`src/rtl/forth_stack_ctrl.sv`:
```
`default_nettype none
// ============================================================================
// Module   : forth_stack_ctrl
// Purpose  : Forth stack engine with TOS register and RAM spill/fill
// Revision : 1.0
// ============================================================================
module forth_stack_ctrl #(
  parameter int DATA_WIDTH = 16,
  parameter int ADDR_WIDTH = 10
) (
  input  logic                  clock,
  input  logic                  reset,
  input  logic                  push,
  input  logic                  pop,
  input  logic [DATA_WIDTH-1:0] din,
  input  logic                  clear_err,
  output logic [DATA_WIDTH-1:0] tos,
  output logic [ADDR_WIDTH:0]   depth,
  output logic                  empty,
  output logic                  full,
  output logic                  ready,
  output logic                  overflow,
  output logic                  underflow,
  output logic [DATA_WIDTH-1:0] mem_data,
  output logic [ADDR_WIDTH-1:0] mem_write_addr,
  output logic                  mem_we,
  output logic [ADDR_WIDTH-1:0] mem_read_addr,
  input  logic [DATA_WIDTH-1:0] mem_q
);

  localparam logic [ADDR_WIDTH:0]   C_MAX      = {1'b1, {ADDR_WIDTH{1'b0}}};
  localparam logic [ADDR_WIDTH:0]   C_DEP_ZERO = '0;
  localparam logic [ADDR_WIDTH:0]   C_DEP_ONE  = {{ADDR_WIDTH{1'b0}}, 1'b1};
  localparam logic [ADDR_WIDTH-1:0] C_ADR_ONE  = {{(ADDR_WIDTH-1){1'b0}}, 1'b1};
  localparam logic [ADDR_WIDTH-1:0] C_ADR_TWO  = {{(ADDR_WIDTH-2){1'b0}}, 2'b10};

  typedef enum logic [0:0] {
    S_IDLE  = 1'b0,
    S_FETCH = 1'b1
  } state_t;

  state_t                r_state, w_state_nxt;
  logic [DATA_WIDTH-1:0] r_tos, w_tos_nxt;
  logic [ADDR_WIDTH:0]   r_depth, w_depth_nxt;
  logic                  r_ovf, r_unf;
  logic                  w_ovf_set, w_unf_set;
  logic                  w_we;
  logic                  w_empty, w_full;

  assign w_empty = (r_depth == C_DEP_ZERO);
  assign w_full  = (r_depth == C_MAX);

  always_comb begin
    w_state_nxt = r_state;
    w_tos_nxt   = r_tos;
    w_depth_nxt = r_depth;
    w_ovf_set   = 1'b0;
    w_unf_set   = 1'b0;
    w_we        = 1'b0;
    case (r_state)
      S_IDLE: begin
        // Push+pop on an empty stack degenerates to a plain push.
        if (push && (!pop || w_empty)) begin
          if (w_full) begin
            w_ovf_set = 1'b1;
          end else begin
            w_we        = !w_empty;
            w_tos_nxt   = din;
            w_depth_nxt = r_depth + C_DEP_ONE;
          end
        end else if (push && pop) begin
          w_tos_nxt = din;
        end else if (pop) begin
          if (w_empty) begin
            w_unf_set = 1'b1;
          end else if (r_depth == C_DEP_ONE) begin
            w_tos_nxt   = '0;
            w_depth_nxt = C_DEP_ZERO;
          end else begin
            w_depth_nxt = r_depth - C_DEP_ONE;
            w_state_nxt = S_FETCH;
          end
        end
      end
      S_FETCH: begin
        w_tos_nxt   = mem_q;
        w_state_nxt = S_IDLE;
      end
      default: w_state_nxt = S_IDLE;
    endcase
  end

  always_ff @(posedge clock or posedge reset) begin
    if (reset) begin
      r_state <= S_IDLE;
      r_tos   <= '0;
      r_depth <= '0;
      r_ovf   <= 1'b0;
      r_unf   <= 1'b0;
    end else begin
      r_state <= w_state_nxt;
      r_tos   <= w_tos_nxt;
      r_depth <= w_depth_nxt;
      // An error event in the same cycle as clear_err leaves its flag set.
      r_ovf   <= w_ovf_set | (r_ovf & ~clear_err);
      r_unf   <= w_unf_set | (r_unf & ~clear_err);
    end
  end

  assign tos            = r_tos;
  assign depth          = r_depth;
  assign empty          = w_empty;
  assign full           = w_full;
  assign ready          = (r_state == S_IDLE);
  assign overflow       = r_ovf;
  assign underflow      = r_unf;
  assign mem_data       = r_tos;
  assign mem_we         = w_we;
  assign mem_write_addr = r_depth[ADDR_WIDTH-1:0] - C_ADR_ONE;
  assign mem_read_addr  = r_depth[ADDR_WIDTH-1:0] - C_ADR_TWO;

endmodule
`default_nettype wire

```
`config.mk`:
```
export PLATFORM = sky130hd
export DESIGN_NAME = forth_stack_ctrl
export DESIGN_NICKNAME = d
export VERILOG_FILES = /design/src/rtl/forth_stack_ctrl.sv
export SDC_FILE = /design/constraint.sdc
export NUM_CORES = 1
export LEC_CHECK = 0
export CAP_MARGIN = 20
export CORE_MARGIN = 2
export CORE_UTILIZATION = 45
export DETAILED_ROUTE_END_ITERATION = 8
export GPL_TIMING_DRIVEN = 0
export PLACE_DENSITY_LB_ADDON = 0.15
export SLEW_MARGIN = 20
export SYNTH_ARGS = -nofsm -noshare
export SYNTH_HDL_FRONTEND = slang
export SYNTH_SLANG_ARGS = --single-unit
```
`constraint.sdc`:
```
create_clock -name clock -period 7.91 [get_ports clock]
set_clock_uncertainty 0.1 [all_clocks]
set_input_delay 1.1865 -clock clock [delete_from_list [all_inputs] [get_ports clock]]
set_output_delay 1.1865 -clock clock [all_outputs]
set_load 0.01 [all_outputs]
```
==> out/results.tsv <==
stage	metric	value	unit
clock_network	cts_sinks	30	
setup_path	crit_fanout	7	
floorplanning	die_w	74.6	µm
setup_path	r2r-start	depth[3]	
routing	first_iter_violations	138	
sta	report.final.slew_viol_count	0	
worst_hold_path	hp-class	reg -> reg	
yosys	synth_edf_count	0	
grt	grt_first_pass_wirelength	11300	µm
layout	n_fill_cell	390	
routing	totalWireLength	7020	µm
setup_path	critPathLaunchType	register	
yosys	synth_fp_nets	319	
yosys	netlist.area_leader.share	0.335	
place	preCtsSetupSlack	3.86	ns
sta	layout_setup_ws	3.73	ns
clock_network	cts.reportedPaths.clkPinSlew	0.06	ns
clock_network	hold_buffers	0	
yosys	synth_most_common_cell	nor2_1	
yosys	ys_seq_elements	30	
floorplanning	die-area	5570	µm²
layout	syn2layout_area_growth	55.5	%
yosys	synth_flop_cell	dfrtp_1	
sta	clock.fmax	0.239	GHz
setup_path	critPathRequiredTime	6.62	ns
setup_path	setup.worst_path.class	reg -> out	
setup_path	rrSetupSlack	4.88	ns
grt	antenna_found_initial	0	
grt	grt-ovfl-total	0	
place	dp_hpwl	5220	µm
layout	antenna_cells	0	
worst_hold_path	holdCritStartpoint	underflow	
power_and_ir_drop	intPower	583	µW
power_and_ir_drop	seqPwrFrac	0.238	
yosys	syn_inst	275	
sta	tns	0	ns
routing	dr.pass1.iters	5	
floorplanning	core_area	4750	µm²
floorplanning	start_util	0.472	
routing	antenna_left	0	
place	place.gp.congestion	0.914	
sta	setup_viol	0	
yosys	synthArstFlopShare	1.00	
grt	grt_pass1_vias	2385	
yosys	synth_cell_types	49	
power_and_ir_drop	sw_frac_of_total	0.385	
yosys	netlist_top_cells_area	dfrtp_1, a221oi_1, buf_4	
power_and_ir_drop	clock_power_share	0.157	
clock_network	ctsResizeCount	0	
layout	layout-drive-gt1-share	0.0979	
power_and_ir_drop	p_leak	0.00152	µW
floorplanning	row_count	25	
power_and_ir_drop	power_frac_comb	0.605	
power_and_ir_drop	powerDensity	272	nW/µm²
sta	hold_viol	0	
sta	finalCritPeriodShare	0.528	
routing	wire_per_inst	15.4	µm
floorplanning	die_h	74.6	µm
sta	rsz0062_at_grt	no	
clock_network	cts_tree	built	
layout	nets	431	
yosys	ys_seq_area_frac	0.335	
power_and_ir_drop	ir_drop	0.198	mV
clock_network	clock-root-buffer	clkbuf_8	
place	dpl.cell_count	447	
setup_path	reg2reg_depth	7	
flow_run	cap_violations	0	
yosys	ys_warn_count	0	
setup_path	cp.arrival	2.89	ns
routing	vias	2431	
yosys	synth_area	2240	µm²
clock_network	cts_buffers	5	
worst_hold_path	whs_endpoint	underflow	
sta	worstMarginPinSlew	0.789	ns
grt	grt_max_degree	31	
yosys	syn_area_per_cell	8.16	µm²
yosys	synth_top_cells_by_count	nor2_1, inv_1, nand2_1, dfrtp_1, buf_4	
grt	gr-usage-all-layers	0.263	
routing	drc_errors	0	
floorplanning	io_pins	106	
clock_network	cts_setup_buffers	0	
outcome	outcome	finished clean	
sta	fin_crit	4.18	ns
clock_network	clockBufferDepth	2	
clock_network	h-tree-depth	2	
sta	max_slew_margin	0.473	
yosys	netlist.top_cell.by_area	dfrtp_1	
routing	viasPerCell	5.34	
power_and_ir_drop	p_sw	365	µW
clock_network	clk_latency	0.29	ns
place	portBuffers	105	
setup_path	endpoint_kind	output pin	
setup_path	regToRegEndpoint	mem_data[9]	
layout	post_layout_nonfiller_instances	455	
worst_hold_path	whs_path_depth	1	
==> how the worst max path moves through the flow <==
stage          slack (ns)     start           endpoint
2_1_floorplan        4.81  depth[1]  mem_write_addr[7]
3_3_place_gp         3.88      push             mem_we
3_5_place_dp         3.86       pop             mem_we
4_1_cts              3.73  depth[1]  mem_write_addr[9]
5_1_grt              3.49  depth[1]  mem_write_addr[5]
6_report             3.73  depth[1]  mem_write_addr[5]
==> area by class of cell <==
type                            count  area [µm²]  share of cell area
Timing Repair Buffer              105        1050               0.301
Clock buffer                        8         110              0.0316
Multi-Input combinational cell    180        1160               0.332
Tap cell                           67        83.8              0.0240
Inverter                           32         120              0.0344
Sequential cell                    30         751               0.215
Buffer                             33         214              0.0613
==> placed cells by master, fill, tap and decap left out, types with 4 or more instances in the layout <==
| master | n |
|---|---|
| clkdlybuf4s50_1 | 105 |
| nor2_1 | 33 |
| nand2_1 | 31 |
| inv_1 | 30 |
| dfrtp_1 | 30 |
| buf_4 | 17 |
| a221oi_1 | 16 |
| clkbuf_1 | 8 |
| a21oi_1 | 8 |
| xor2_1 | 8 |
| clkbuf_8 | 8 |
| o21ai_0 | 7 |
| nand3_1 | 7 |
| xnor2_1 | 7 |
| ha_1 | 7 |
| nor2b_1 | 5 |
| o32a_1 | 5 |
| o31ai_1 | 4 |
==> cells by family after synthesis <==
logic type,count (synthesis),synth area share
compound gates,56,0.194
fa+ha+maj,7,0.0390
xor+xnor,15,0.0586
flops,30,0.335
mux,2,0.00948
simple gates,100,0.216
buf+inv,65,0.149
==> worst max-delay path: stages (launching register included) <==
cell and delay (ns):
dfrtp_1 0.45, inv_1 0.23, ha_1 0.25, nor3b_1 0.67, nand2_1 0.21, xnor2_1 0.22, clkdlybuf4s50_1 0.57
==> power by group through the flow <==
stage          clock (µW)  combinational (µW)  sequential, µW
6_report              149                 573             226
5_1_grt               157                 623             231
4_1_cts               150                 575             226
3_5_place_dp            0                 568             228
3_3_place_gp            0                 563             226
2_1_floorplan           0                 281             235
==> stage by stage <==
stage | util | instance area [µm²] | hold slack [ns] | power, µW
2_1_floorplan | - | 2240 | 0.421 | 516
3_3_place_gp | 0.711 | 3380 | 0.370 | 789
3_5_place_dp | 0.711 | 3380 | 0.381 | 796
4_1_cts | 0.734 | 3490 | 0.396 | 951
5_1_grt | 0.734 | 3490 | 0.401 | 1010
6_report | 0.734 | 3490 | 0.391 | 948
==> flip-flops by register name (all words and copies together), names as in the netlist <==
signal     flops
depth         11
mem_data      16
overflow       1
r_state        1
underflow      1
==> metal layers <==
layer | vias to the layer above | part of all wire | global-route usage | routed length, µm
met2 | 121 | 0.48 | 0.432 | 3340
li1 | 1159 | - | - | -
met1 | 1134 | 0.43 | 0.335 | 3030
met5 | - | 0 | 0 | 0
met4 | 0 | 0.019 | 0.135 | 132
met3 | 17 | 0.074 | 0.0393 | 518
Power figures use the tool's default switching activity.
